$ cat src/rtl/decoder_scan_reg.sv
// Registered N-to-2^N one-hot decoder with an up/down scan sequencer.
// Scan steps are held for a live-sampled dwell count; wrap pulses mark the cycle the wrapped line appears.
module decoder_scan_reg #(
  parameter int N  = 2,
  parameter int DW = 4
) (
  input  logic                clk,
  input  logic                rst_n,
  input  logic [1:0]          mode,
  input  logic                en,
  input  logic [N-1:0]        sel,
  input  logic [DW-1:0]       dwell,
  output logic [(1<<N)-1:0]   out,
  output logic [N-1:0]        idx,
  output logic                valid,
  output logic                wrap
);
  localparam int L = 1 << N;
  localparam logic [L-1:0] ONE = L'(1);

  typedef enum logic [1:0] {
    OFF       = 2'b00,
    DIRECT    = 2'b01,
    SCAN_UP   = 2'b10,
    SCAN_DOWN = 2'b11
  } state_t;

  state_t        state_q, state_d;
  logic [L-1:0]  out_q, out_d;
  logic [N-1:0]  idx_q, idx_d;
  logic          valid_q, valid_d;
  logic          wrap_q, wrap_d;
  logic [DW-1:0] cnt_q, cnt_d;
  logic [DW-1:0] last_cnt;
  logic          entry;

  // dwell of 0 behaves like 1, so the terminal count is 0 in both cases
  assign last_cnt = (dwell == '0) ? '0 : dwell - 1'b1;

  always_comb begin
    state_d = state_t'(mode);
    idx_d   = idx_q;
    valid_d = valid_q;
    cnt_d   = cnt_q;
    wrap_d  = 1'b0;
    entry   = (state_d != state_q);
    case (state_d)
      OFF: begin
        valid_d = 1'b0;
        cnt_d   = '0;
      end
      DIRECT: begin
        cnt_d = '0;
        if (en) begin
          idx_d   = sel;
          valid_d = 1'b1;
        end
      end
      default: begin
        if (entry) begin
          idx_d   = sel;
          valid_d = 1'b1;
          cnt_d   = '0;
        end else if (en) begin
          // >= so a live dwell drop below the running count steps at once
          if (cnt_q >= last_cnt) begin
            cnt_d = '0;
            if (state_d == SCAN_UP) begin
              idx_d  = idx_q + 1'b1;
              wrap_d = (idx_q == {N{1'b1}});
            end else begin
              idx_d  = idx_q - 1'b1;
              wrap_d = (idx_q == '0);
            end
          end else begin
            cnt_d = cnt_q + 1'b1;
          end
        end
      end
    endcase
    out_d = valid_d ? (ONE << idx_d) : '0;
  end

  always_ff @(posedge clk) begin
    if (!rst_n) begin
      state_q <= OFF;
      out_q   <= '0;
      idx_q   <= '0;
      valid_q <= 1'b0;
      wrap_q  <= 1'b0;
      cnt_q   <= '0;
    end else begin
      state_q <= state_d;
      out_q   <= out_d;
      idx_q   <= idx_d;
      valid_q <= valid_d;
      wrap_q  <= wrap_d;
      cnt_q   <= cnt_d;
    end
  end

  assign out   = out_q;
  assign idx   = idx_q;
  assign valid = valid_q;
  assign wrap  = wrap_q;
endmodule

$ cat config.mk
export PLATFORM = sky130hd
export DESIGN_NAME = decoder_scan_reg
export DESIGN_NICKNAME = d
export VERILOG_FILES = /design/src/rtl/decoder_scan_reg.sv
export SDC_FILE = /design/constraint.sdc
export NUM_CORES = 1
export LEC_CHECK = 0
export ABC_AREA = 1
export CORE_MARGIN = 10
export CORE_UTILIZATION = 53
export DETAILED_ROUTE_END_ITERATION = 12
export DONT_BUFFER_PORTS = 1
export PLACE_DENSITY = 0.71
export SLEW_MARGIN = 20
export SYNTH_ARGS = -nofsm -noshare
export SYNTH_HDL_FRONTEND = slang
export SYNTH_SLANG_ARGS = --single-unit
$ cat constraint.sdc
create_clock -name clk -period 1.6 [get_ports clk]
set_input_delay 0.08 -clock clk [delete_from_list [all_inputs] [get_ports clk]]
set_output_delay 0.08 -clock clk [all_outputs]
set_load 0.02 [all_outputs]
Word level (Yosys, flattened, before mapping)
Index checks and enable logic that the tools add are counted.

Bits in registers: 14. Word-level logic and storage cells: 37.

$add $sub $neg: 4. Magnitude comparators: 1. Equality and inequality tests: 4. Shift-type cells: 1. Mux-type cells: 12. Bitwise operators: 3. Reductions and logical operators: 6.

Operators by type and width (count): $mux W2 (5); $mux W4 (2); $reduce_or A6 Y1 (1); $add A4 B1 Y4 const B (1); $eq A2 B2 Y1 const B (2); $ge A4 B4 Y1 (1); $logic_not A2 Y1 (2); $logic_not A4 Y1 (1); $pmux W2 S2 (1); $reduce_or A4 Y1 (1); $shl A1 B2 Y4 const A (1); $sub A4 B1 Y4 const B (1); $mux W1 (3); $not A1 Y1 (3); $add A2 B1 Y2 const B (1); $eq A2 B1 Y1 const B (1); $ne A2 B2 Y1 (1); $pmux W1 S2 (1); $reduce_and A2 Y1 (1); $sub A2 B1 Y2 const B (1).

Depth between registers and ports, before layout
Word-level depth: 8. Mapped depth: 17. Mapped depth without buffers: 17.

Least setup slack after synthesis
Ideal clock, no wire load.

Kind: in2reg. From: input port dwell[1]. To: register out_q[3] (netlist: out[3]). Data arrival time: 1.585 ns. Data required time: 1.478 ns. Setup slack: -0.106 ns. Stages: 14. Buffers on the path: 0. Cells stage by stage: nor2_1 > inv_1 > a21oi_1 > o21ai_0 > ha_1 > nand2_1 > inv_1 > nand2_1 > nand3_1 > nand2_1 > xor2_1 > nand2_1 > a21oi_1 > nor2_1.

Longest elaborated chain between the ends: 8. Elaborated cells between the ends (all ways): 9.

Ends and longest elaborated chain: start, declared (RTL line 12) `input logic [DW-1:0] dwell,`; $sub A4 B1 Y4 or $logic_not A4 Y1 (tied branches) (RTL line 38) `assign last_cnt = (dwell == '0) ? '0 : dwell - 1'b1;`; $mux W4 * (RTL line 38); $ge A4 B4 Y1 * (RTL line 66) `if (cnt_q >= last_cnt) begin`; $mux W2 * (RTL line 66); $mux W2 * (RTL line 64) `end else if (en) begin`; $mux W2 * (RTL line 60) `if (entry) begin`; $pmux W2 S2 * (RTL line 47) `case (state_d)`; $shl A1 B2 Y4 * (RTL line 81) `out_d = valid_d ? (ONE << idx_d) : '0;`; end signal, assigned (RTL line 94) `out_q <= out_d;`; end, declared (RTL line 29) `logic [L-1:0] out_q, out_d;`.

Mark *: on every way between the ends. The rest lies on a longest branch, timed or not. A chain may end at the register's enable or synchronous reset.

Final worst setup path
From: register cnt_q[1]. To: register out_q[1] (netlist: out[1]).

Longest elaborated chain between the ends: 6.

Ends and longest elaborated chain: start, declared (RTL line 33) `logic [DW-1:0] cnt_q, cnt_d;`; start signal, assigned (RTL line 98) `cnt_q <= cnt_d;`; $ge A4 B4 Y1 (RTL line 66); $mux W2 (RTL line 66); $mux W2 (RTL line 64); $mux W2 (RTL line 60); $pmux W2 S2 (RTL line 47); $shl A1 B2 Y4 (RTL line 81).

No other way between the ends.

==> impl_results.md <==
* Area Overhead vs Synth at 33.5%
* CP max stage delay at 0.36 ns
* CTS max path bufs at 2
* Synthesis-stage register bit count at 14
* CTS H-tree lvls at 1
* Final setup violation count at 0
* Hold Path Class: primary input to flop
* Max Slew Vio Count at 0
* Slew headroom at 72.0%
* Worst-Margin Slew at 0.415 ns
* Reg2Reg Depth at 10
* Total GRT Usage at 11.6%
* Met2 Track Usage GR at 19.9%
* DR vias/cell at 5.22
* DRC violations left at 0
* Met3 Use GR at 4.51%
* Hpwl dp at 1.45 mm
* RR Startpoint: cnt_q[1]
* Outcome: complete, no violations
* Number of clock sinks at 14
* Synth async-reset ratio at 0%
* Startpoint types: flop
* WL/cell at 13.3 um
* Gr ovfl total at 0
* CP top delay family: simple AND/OR/NAND/NOR gates
* Leakage at 0.500 nW
* CP Capture Type: flop
* Gpl congestion at 0.786
* CTS buffer count at 3
* Top-Level Pins at 19
* Slowest CP cell: dfxtp_2
* Vias in the first global route at 796
* CTS tree: built
* Yosys top cell area share at 34.4%
* Cell Area, Synth at 815 sq um
* Port bufs at 0
* Worst Hold End: cnt_q[0]
* Final setup TNS at 0 ns
* Violation count after the first detailed-routing iteration at 9
* Count leader, synth: nand2_1
* Nets at 150
* Worst IR Drop VDD at 648 uV
* Achievable frequency at 638 MHz
* Synth area leader: dfxtp_1
* Overall routed net length at 1.98 mm
* Fin Clk Skew at 0.00892 ns
* Met1 usage at 11.4%
* Sequential-to-total area share from yosys stat at 34.4%
* Crit-path cells: ha_4 > nand2_2 > nand2_1 > nand2_1 > nand3_2 > nand2_4 > xor2_2 > nand2_2 > a21oi_4 > nor2_1
* Max-cap violations at 0
* Critical Path RT at 1.78 ns
* Number of buffers and inverters on the critical path at 0
* Pwr/cell area at 764 mW/mm^2
* Reg2reg end: out[1]
* Synth Instances at 119
* Placed inst area at 890 sq um
* Syn Area/Cell at 6.84 sq um
* Hold Startpoint: en
* Yosys warning count at 0
* Largest net degree at the start of global routing at 9
* Cell variety after synth at 23
* First-pass GRT wire length at 3.29 mm
* Die W at 59.2 um
* Clock Tree Root: clkbuf_4
* Worst skew pair latency at 0.29 ns
* Setup slack, reg-to-reg at 0.03 ns
* Mapped Nets at 135
* Num rows at 14
* CORE AREA at 0.00147 sq mm
* WS Path Type: flop to flop
* Post-synth top cells: nand2_1, inv_1, nor2_1
* Clock slew at reported path FFs at 0.09 ns
* Vias at 778
* Antenna Cells at 0
* Top post-synthesis cells by area: dfxtp_1, nand2_1, inv_1, ha_1, nor2_1
* Share of cells above drive strength 1 at 30.8%
* Final Hold Viols at 0
* Die height at 59.2 um
* Worst Hold Depth at 3
* Top_reg_cell synth: dfxtp_1
* Number of routed nets with antenna violations at 0
* Post-route minimum period at 1.57 ns
* Final Cycle Share at 97.9%
* Layer carrying the most global-route usage: met2
* Worst path arrival time at 1.75 ns
* Final instance area at 0.00109 sq mm
* Iteration count of the initial detailed-routing pass at 4
* Starting Density at 55.4%
* Post-synth EDFFs at 0
* Layout Utilization at 73.9%
* Die area at 0.00350 sq mm
* Initial antenna violation count at 0
* Max FO, Critical Path at 3
* RSZ-0062 raised after global routing: true
how the worst max path moves through the flow:
stage	cells after the start	to	start	slack (ns)
3_3_place_gp	11	idx[0]	dwell[1]	-0.08
5_1_grt	10	out[1]	cnt_q[1]	-0.07
6_report	10	out[1]	cnt_q[1]	0.03
3_5_place_dp	14	out[3]	dwell[1]	-0.12
4_1_cts	10	out[3]	cnt_q[2]	0.005
2_1_floorplan	14	out[3]	dwell[1]	0.02
placed cells by master, fill, tap and decap left out, types with 2 or more instances in the layout:
master         count
nor2_2             3
dfxtp_1           10
nand4_1            2
nand2_1           23
nand3_1            3
o21ai_0            5
a21oi_4            3
dlygate4sd3_1      6
dfxtp_2            3
ha_4               4
buf_4              6
inv_1             16
clkbuf_4           3
a21oi_1            5
nand3_2            2
nand2_2            7
nor2_1            13
xnor2_1            2
inv_2              3
area by class of cell:
type / count / area [sq um]
multi-input cells: 84 / 567
flip-flops and latches: 14 / 288
clock buffers: 4 / 36.3
fillers: 121 / 384
inverters: 19 / 71.3
well taps: 16 / 20.0
repair buffers: 12 / 105
repair_timing:
item,in CTS,in global routing
buffers inserted,0,0
hold endpoints to repair,7,0
endpoints found under the setup margin,5,5
pin swaps,4,14
resized for setup,4,18
hold buffers,6,0
routing by layer:
layer | vias up | wire (um)
li1 | 406 | -
met1 | 341 | 735
met2 | 24 | 1050
met3 | 7 | 145
met4 | 0 | 45
met5 | - | 0
per-stage QoR:
| step | instances | setup slack, ns | hold slack [ns] | power, mW |
|---|---|---|---|---|
| 5_1_grt | 149 | -0.0705 | 0.0240 | 0.869 |
| 4_1_cts | 149 | 0.00490 | 0.0121 | 0.810 |
| 6_report | 149 | 0.0333 | 0.00572 | 0.830 |
| 3_3_place_gp | 139 | -0.0763 | 0.177 | 0.534 |
| 3_5_place_dp | 139 | -0.121 | 0.186 | 0.538 |
| 2_1_floorplan | 119 | 0.0182 | 0.173 | 0.514 |
where the power goes:
group / switching [mW] / internal (mW) / leakage (nW)
clock: 0.119 / 0.139 / 0.0210
sequential: 0.0224 / 0.363 / 0.117
combinational: 0.109 / 0.0786 / 0.362
total: 0.250 / 0.580 / 0.500
flip-flops by register name, summed over array words and instances, names as in the netlist:
name,flops
state_q,2
valid,1
out,4
idx,2
wrap,1
cnt_q,4
worst reg2reg max path: stages, from the launching register on:
cell and delay, ns:
dfxtp_2 0.36, ha_4 0.20, nand2_2 0.05, nand2_1 0.05, nand2_1 0.07, nand3_2 0.10
nand2_4 0.10, xor2_2 0.18, nand2_2 0.10, a21oi_4 0.18, nor2_1 0.06
kinds of logic after synthesis:
group / synth area share, %
adders and majority gates: 7.68
xor gates and xnor gates: 4.30
buffers and inverters: 10.3
AOI/OAI and AO/OA: 13.1
DFF: 34.4
and+or+nand+nor: 30.3
No activity file was read; power rests on OpenSTA's default activity.
